### src/rtl/ro_pair_sel_cmp.sv
//----------------------------------------------------------------------------
// Module      : ro_pair_sel_cmp
// Description : Pair-select ring-oscillator comparator; counts synchronised
//               rising edges of two selected ROs over a window and emits a
//               PUF response bit. Optional macro RO_TIE_FLAG_EN adds 'tie'.
// Revision    : 1.0 - initial release
//----------------------------------------------------------------------------
`default_nettype none

module ro_pair_sel_cmp #(
  parameter int NUM_RO = 16,
  parameter int SEL_W  = $clog2(NUM_RO),
  parameter int CNT_W  = 16,
  parameter int WIN_W  = 16
) (
  input  logic              clk,
  input  logic              rst_n,
  input  logic [NUM_RO-1:0] ro_in,
  input  logic [SEL_W-1:0]  sel_a,
  input  logic [SEL_W-1:0]  sel_b,
  input  logic [WIN_W-1:0]  window,
  input  logic              start,
  output logic              busy,
  output logic              done,
  output logic              resp,
  output logic [CNT_W-1:0]  cnt_a,
  output logic [CNT_W-1:0]  cnt_b,
`ifdef RO_TIE_FLAG_EN
  output logic              tie,
`endif
  output logic              sel_err
);

  typedef enum logic [1:0] {
    IDLE   = 2'd0,
    SETTLE = 2'd1,
    COUNT  = 2'd2,
    FINISH = 2'd3
  } state_t;

  localparam logic [CNT_W-1:0] c_cnt_max = {CNT_W{1'b1}};

  state_t           r_state;
  state_t           w_state_nxt;
  logic             w_accept;
  logic             w_illegal;
  logic [SEL_W-1:0] r_sel_a;
  logic [SEL_W-1:0] r_sel_b;
  logic [WIN_W-1:0] r_win;
  logic [1:0]       r_settle;
  logic [2:0]       r_sync_a;
  logic [2:0]       r_sync_b;
  logic             w_mux_a;
  logic             w_mux_b;
  logic             w_edge_a;
  logic             w_edge_b;
  logic [CNT_W-1:0] r_cnt_a;
  logic [CNT_W-1:0] r_cnt_b;
  logic [CNT_W-1:0] w_cnt_a_nxt;
  logic [CNT_W-1:0] w_cnt_b_nxt;
  logic             r_resp;
  logic             r_sel_err;
  logic             r_tie;

  // Range check widened to 32 bits so NUM_RO == 2**SEL_W stays representable
  assign w_illegal = (sel_a == sel_b) ||
                     (32'(sel_a) >= NUM_RO) ||
                     (32'(sel_b) >= NUM_RO);

  always_comb begin
    w_mux_a = 1'b0;
    w_mux_b = 1'b0;
    for (int i = 0; i < NUM_RO; i++) begin
      if (r_sel_a == SEL_W'(i)) w_mux_a = ro_in[i];
      if (r_sel_b == SEL_W'(i)) w_mux_b = ro_in[i];
    end
  end

  assign w_edge_a = r_sync_a[1] & ~r_sync_a[2];
  assign w_edge_b = r_sync_b[1] & ~r_sync_b[2];

  assign w_cnt_a_nxt = (w_edge_a && (r_cnt_a != c_cnt_max)) ? r_cnt_a + CNT_W'(1) : r_cnt_a;
  assign w_cnt_b_nxt = (w_edge_b && (r_cnt_b != c_cnt_max)) ? r_cnt_b + CNT_W'(1) : r_cnt_b;

  always_ff @(posedge clk) begin
    if (!rst_n) r_state <= IDLE;
    else        r_state <= w_state_nxt;
  end

  always_comb begin
    w_state_nxt = r_state;
    w_accept    = 1'b0;
    busy        = 1'b0;
    done        = 1'b0;
    case (r_state)
      IDLE: begin
        if (start) begin
          w_accept    = 1'b1;
          w_state_nxt = w_illegal ? FINISH : SETTLE;
        end
      end
      SETTLE: begin
        busy = 1'b1;
        if (r_settle == 2'd2) w_state_nxt = (r_win == '0) ? FINISH : COUNT;
      end
      COUNT: begin
        busy = 1'b1;
        if (r_win == WIN_W'(1)) w_state_nxt = FINISH;
      end
      FINISH: begin
        done        = 1'b1;
        w_state_nxt = IDLE;
      end
      default: w_state_nxt = IDLE;
    endcase
  end

  always_ff @(posedge clk) begin
    if (!rst_n) begin
      r_sel_a   <= '0;
      r_sel_b   <= '0;
      r_win     <= '0;
      r_settle  <= '0;
      r_sync_a  <= '0;
      r_sync_b  <= '0;
      r_cnt_a   <= '0;
      r_cnt_b   <= '0;
      r_resp    <= 1'b0;
      r_sel_err <= 1'b0;
      r_tie     <= 1'b0;
    end else begin
      r_sync_a <= {r_sync_a[1:0], w_mux_a};
      r_sync_b <= {r_sync_b[1:0], w_mux_b};
      if (w_accept) begin
        r_sel_a   <= sel_a;
        r_sel_b   <= sel_b;
        r_win     <= window;
        r_settle  <= '0;
        r_cnt_a   <= '0;
        r_cnt_b   <= '0;
        r_resp    <= 1'b0;
        r_tie     <= 1'b0;
        r_sel_err <= w_illegal;
      end else if (r_state == SETTLE) begin
        r_settle <= r_settle + 2'd1;
        // Zero window still reports a legal tie of 0 vs 0
        if ((r_settle == 2'd2) && (r_win == '0)) r_tie <= 1'b1;
      end else if (r_state == COUNT) begin
        r_win   <= r_win - WIN_W'(1);
        r_cnt_a <= w_cnt_a_nxt;
        r_cnt_b <= w_cnt_b_nxt;
        r_resp  <= (w_cnt_a_nxt > w_cnt_b_nxt);
        r_tie   <= (w_cnt_a_nxt == w_cnt_b_nxt);
      end
    end
  end

  assign resp    = r_resp;
  assign cnt_a   = r_cnt_a;
  assign cnt_b   = r_cnt_b;
  assign sel_err = r_sel_err;

`ifdef RO_TIE_FLAG_EN
  assign tie = r_tie;
`else
  logic w_unused;
  assign w_unused = r_tie;
`endif

endmodule

`default_nettype wire

### config.mk
export PLATFORM = sky130hd
export DESIGN_NAME = ro_pair_sel_cmp
export DESIGN_NICKNAME = d
export VERILOG_FILES = /design/src/rtl/ro_pair_sel_cmp.sv
export SDC_FILE = /design/constraint.sdc
export NUM_CORES = 1
export LEC_CHECK = 0
export CORE_ASPECT_RATIO = 1.75
export CORE_MARGIN = 4
export CORE_UTILIZATION = 45
export CTS_BUF_LIST = sky130_fd_sc_hd__clkbuf_2
export CTS_CLUSTER_DIAMETER = 150
export DETAILED_ROUTE_END_ITERATION = 16
export HOLD_SLACK_MARGIN = 0.15
export MAX_ROUTING_LAYER = met4
export PLACE_DENSITY = 0.69
export SLEW_MARGIN = 40
export SYNTH_ARGS = -nofsm -noshare
export SYNTH_HDL_FRONTEND = slang
export SYNTH_SLANG_ARGS = --single-unit
### constraint.sdc
create_clock -name clk -period 4.2 [get_ports clk]
set_input_delay 0.63 -clock clk [delete_from_list [all_inputs] [get_ports clk]]
set_output_delay 0.63 -clock clk [all_outputs]
set_load 0.1 [all_outputs]
# Word-level counts from Yosys, hierarchy flattened
# Index checks and enable logic that the tools add are counted.
# word_totals
latchBits,0
mem_count,0
ramBits,0
regBits,68
out_inout_bits,36
input_bits,43
rom_bits,0
word_cells,123
# classes
n_shift,0
order_cmp,1
n_bitwise,6
eq_ne,42
n_mul,0
n_div,0
add_sub_neg,4
n_mux,47
n_reduce_logical,12
# ops
operator,count
16-bit two-way mux,5
4-bit equality test (second input constant),16
1-bit two-way mux,37
16-bit by 1-bit adder with 16-bit output (second input constant),2
4-bit by 3-bit equality test with 1-bit output (second input constant),8
16-bit != test (second input constant),2
16-bit by 1-bit equality test with 1-bit output (second input constant),1
4-bit by 2-bit equality test with 1-bit output (second input constant),4
16-bit > comparator,1
16-bit logical NOT,1
16-bit by 1-bit subtractor with 16-bit output (second input constant),1
4-bit by 1-bit equality test with 1-bit output (second input constant),2
4-bit logical NOT,2
2-bit two-way mux,4
2-bit one-hot mux with 4 select lines,1
2-bit equality test (second input constant),3
2-bit != test (second input constant),3
4-bit equality test,1
1-bit inverter,4
2-bit AND reduction,2
2-bit OR reduction,2
3-bit AND reduction,1
2-bit by 1-bit adder with 2-bit output (second input constant),1
1-bit bitwise AND,2
5 further kinds,6

# Depth between registers and ports, before layout
# logic_depth
ltp_word,17
ltp_mapped,12
ltp_nobuf,10

# Worst setup path before layout
# OpenSTA, ideal clock, no wires.
# synth_timing
path_type,flip-flop to flip-flop
start,register r_cnt_b[0] (netlist: cnt_b[0])
end,register r_resp (netlist: resp)
setup_time_ns,0.074
path_stages_with_launch,13
path_buffers,2
synth_period_minus_slack_ns,3.325
arrival_time_ns,3.251
t_required_ns,4.126
path_slack_ns,0.875
path_cell_list,dfxtp_1 -> ha_1 -> nand3_1 -> nor3_1 -> buf_2 -> buf_4 -> nor3_1 -> xnor2_1 -> ha_1 -> nand4_1 -> nor3_1 -> o211ai_1 -> a31oi_1
# synth_between
elab_chain_len,4
word_cells_on_any_way,5
cone_classes,add/sub: 1; order compare: 1; eq/ne: 1; mux: 1; reduce/logical: 1
# synth_rtl
element,line_no,rtl
from (decl),58,logic [CNT_W-1:0] r_cnt_b;
from (signal assigned),151,r_cnt_b <= w_cnt_b_nxt;
branches (longest 2 deep; another with 16-bit by 1-bit adder with 16-bit output),n/a,
16-bit two-way mux (*),83,assign w_cnt_b_nxt = (w_edge_b && (r_cnt_b != c_cnt_max)) ? r_cnt_b + CNT_W'(1) : r_cnt_b;
16-bit > comparator (*),152,r_resp <= (w_cnt_a_nxt > w_cnt_b_nxt);
to (signal assigned),152,
to (decl),61,logic r_resp;
# Every way passes the cells marked *.
# A chain may end at the register's enable or synchronous reset.

# Worst setup path after layout
# Same ends and word-level chain as after synthesis.

==> results.md <==
* Initial antenna violation count at 1
* HPWL after detailed placement at 10500 microns
* Clock Tree Buf Depth at 2
* Hold path depth at 1
* Syn Std Cell Area at 4980 sq um
* Final Max Tran Viols at 0
* DR DRC count at 0
* CTS Sinks at 68
* Synth Flop Type: dfxtp_1
* Crit path cell chain: ha_1 > nand3_1 > nor3_2 > buf_4 > nor3_1 > xnor2_1 > ha_1 > nand4_1 > nor3_1 > o211ai_1 > a31oi_1
* Largest net degree at the start of global routing at 34
* Worst path arrival time at 3.47 ns
* Drt total wl at 14000 microns
* RSZ-0062 raised after global routing: no
* Antenna Violating Nets Remaining at 0
* Max H-tree Level at 3
* DR iter-0 viols at 284
* Vias in the first global route at 4762
* R2r worst-path depth at 11
* Slew headroom at 52.9%
* Synth async-reset ratio at 0%
* Clock Skew at 0.0311 ns
* Worst vdd ir at 0.412 mV
* Final worst-path cycle share at 70.5%
* FP Rows at 50
* TNS Setup at 0 ns
* Final setup viols at 0
* Final Hold Fails at 0
* Number of setup buffers added after CTS at 0
* Critical Path Max Stage Delay at 0.50 ns
* Vias at 4924
* Core Area at 10800 sq um
* Initial DRT Pass Iterations at 7
* Hold WS at 0.460 ns
* Synth Warn # at 0
* Max Cap Viol at 0
* TritonCTS buffer count at 9
* # nets final at 726
* Hold Buf Count CTS at 0
* CTS resizes at 0
* Worst slew pin tran at 0.701 ns
* GR Overflow Total at 0
* Min Tclk post-route at 2.96 ns
* EDFF count, synth at 0
* I/O pins at 79
* Final Wtd Congestion at 0.952
* Wire length per cell at 17.6 microns
* Full die area at 12900 sq um
* Total GRT Usage at 22.8%
* Min-delay worst type: flop to flop
* Max Fanout on Critical Path at 18
* Top delay family on crit path: simple AND/OR/NAND/NOR gates
* CTS clk-pin slew, worst paths at 0.20 ns
* Slowest library cell on the worst path: dfxtp_1
* Global-route wire length before repair at 22800 microns
* Crit end category: flop
* Netlist cell types at 74
* Avg Cell Area, Syn at 8.25 sq um
* TritonCTS clock tree: built
* Leak at 2.18 nW
* Die height at 147 microns
* Seq cells post-synth at 68
* Synthesized Nets at 673
* Port bufs at 78
* DR vias/cell at 6.21
* Critical Path Stages at 11
* Status: finished, final reports clean
* Chip width at 87.6 microns
* Power Density at 444 nW/um^2
* Worst EP required at 4.71 ns
* Starting Density at 46.3%
* WS Path Type: flop to flop
* Worst-Skew Late Latency at 0.57 ns
* Register area share after synthesis at 27.3%
* Root Driver: clkbuf_2
* Peak Freq at 338 MHz
* Cells after Synth at 604
* CP Buf/Inv Count at 1
* CP startpoint kind: flop
* Layout cells sized above 1 at 14.4%
* Final cell utilization of the core at 53.1%
* Area grow syn2layout at 14.7%
through the flow:
step	instance area, sq um	instances	setup slack [ns]	total power, mW
6_report	5720	793	1.24	2.54
4_1_cts	5710	792	1.07	2.54
5_1_grt	5720	793	0.987	2.73
3_5_place_dp	5600	776	1.12	2.14
2_1_floorplan	4980	604	0.875	1.86
3_3_place_gp	5780	776	1.28	2.12
registers in the layout, summed over array words and instances (netlist names):
signal / cells
r_sync_b: 3
resp: 1
r_settle: 2
cnt_b: 16
r_sel_b: 4
cnt_a: 16
sel_err: 1
r_sync_a: 3
r_state: 2
r_sel_a: 4
r_win: 16
area by class of cell:
type	count	area, sq um
diodes	1	2.50
well taps	130	163
fillers	1079	5040
clock buffers	10	50.0
clock inverters	6	55.1
inverters	12	45.0
repair buffers	86	661
multi-input cells	480	3380
flip-flops and latches	68	1360
final timing paths:
kind / startpoint / to / slack (ns)
worst max-delay path: cnt_b[0]$_SDFFE_PP0P_ / resp$_SDFFE_PP0P_ / 1.24
worst min-delay path: r_sync_a[0]$_SDFF_PN0_ / r_sync_a[1]$_SDFF_PN0_ / 0.46
worst max register to register: cnt_b[0]$_SDFFE_PP0P_ / resp$_SDFFE_PP0P_ / 1.24
worst min register to register: r_sync_a[0]$_SDFF_PN0_ / r_sync_a[1]$_SDFF_PN0_ / 0.46
cells by family after synthesis:
group	share of synthesized area, %
compound gates	19.8
xor+xnor	5.80
mux	7.93
flops	27.3
buf+inv	5.12
fa+ha+maj	6.53
simple gates	27.5
routing by layer:
| layer | track usage, % | up-vias | share of wire [%] |
|---|---|---|---|
| met2 | 41.3 | 179 | 55 |
| li1 | - | 2359 | - |
| met3 | 3.20 | 44 | 4.2 |
| met1 | 23.4 | 2342 | 37 |
| met4 | 10.4 | 0 | 3.7 |
| met5 | - | - | 0 |
cells in the mapped netlist (6+ instances only):
| master | instances | area (sq um) |
|---|---|---|
| o211ai_1 | 8 | 60.1 |
| o21ai_1 | 13 | 65.1 |
| nor2_1 | 24 | 90.1 |
| or2_2 | 10 | 62.6 |
| buf_2 | 17 | 85.1 |
| and4_1 | 6 | 52.6 |
| nor4_1 | 8 | 50.1 |
| nand2_1 | 71 | 267 |
| o21ai_0 | 6 | 30.0 |
| mux4_2 | 9 | 203 |
| xnor2_1 | 16 | 140 |
| nor3_1 | 31 | 155 |
| inv_1 | 11 | 41.3 |
| nand4_1 | 12 | 75.1 |
| xor2_1 | 17 | 149 |
| nand2b_1 | 7 | 43.8 |
| or4_1 | 12 | 90.1 |
| a21oi_1 | 49 | 245 |
| clkbuf_1 | 20 | 75.1 |
| nand3_1 | 20 | 100 |
| dfxtp_1 | 68 | 1360 |
| ha_1 | 26 | 325 |
| mux2i_1 | 17 | 170 |
| and2_1 | 9 | 56.3 |
| o31ai_1 | 11 | 82.6 |
| a211oi_1 | 12 | 90.1 |
| or3_1 | 8 | 50.1 |
| and3_1 | 9 | 56.3 |
cell usage in the layout (no fill, tap or decap), types with 4 or more instances in the layout:
cell type	n
and4_1	6
clkbuf_2	10
xor2_1	17
or3_1	8
mux2i_1	17
o211ai_1	8
a31oi_1	5
or2_2	10
mux4_2	9
nand3_1	20
nor2_1	24
ha_1	26
nand2_1	71
nand4_1	12
o21ai_1	13
or4_1	12
xnor2_1	16
inv_1	11
a22oi_1	5
a21o_1	4
a211oi_1	12
dfxtp_1	68
nor4_1	8
buf_2	36
a21oi_1	49
and3_1	9
clkdlybuf4s50_1	42
nand2b_1	7
buf_4	8
o21ai_0	6
and2_1	9
o31ai_1	11
nor3_1	30
where the power goes:
group	total [mW]	internal (mW)	leakage (nW)	switching, mW
registers	0.892	0.755	0.553	0.137
logic	1.24	0.496	1.56	0.747
clock network	0.400	0.134	0.0668	0.267
total	2.54	1.39	2.18	1.15
(Power assumes the default switching activity.)
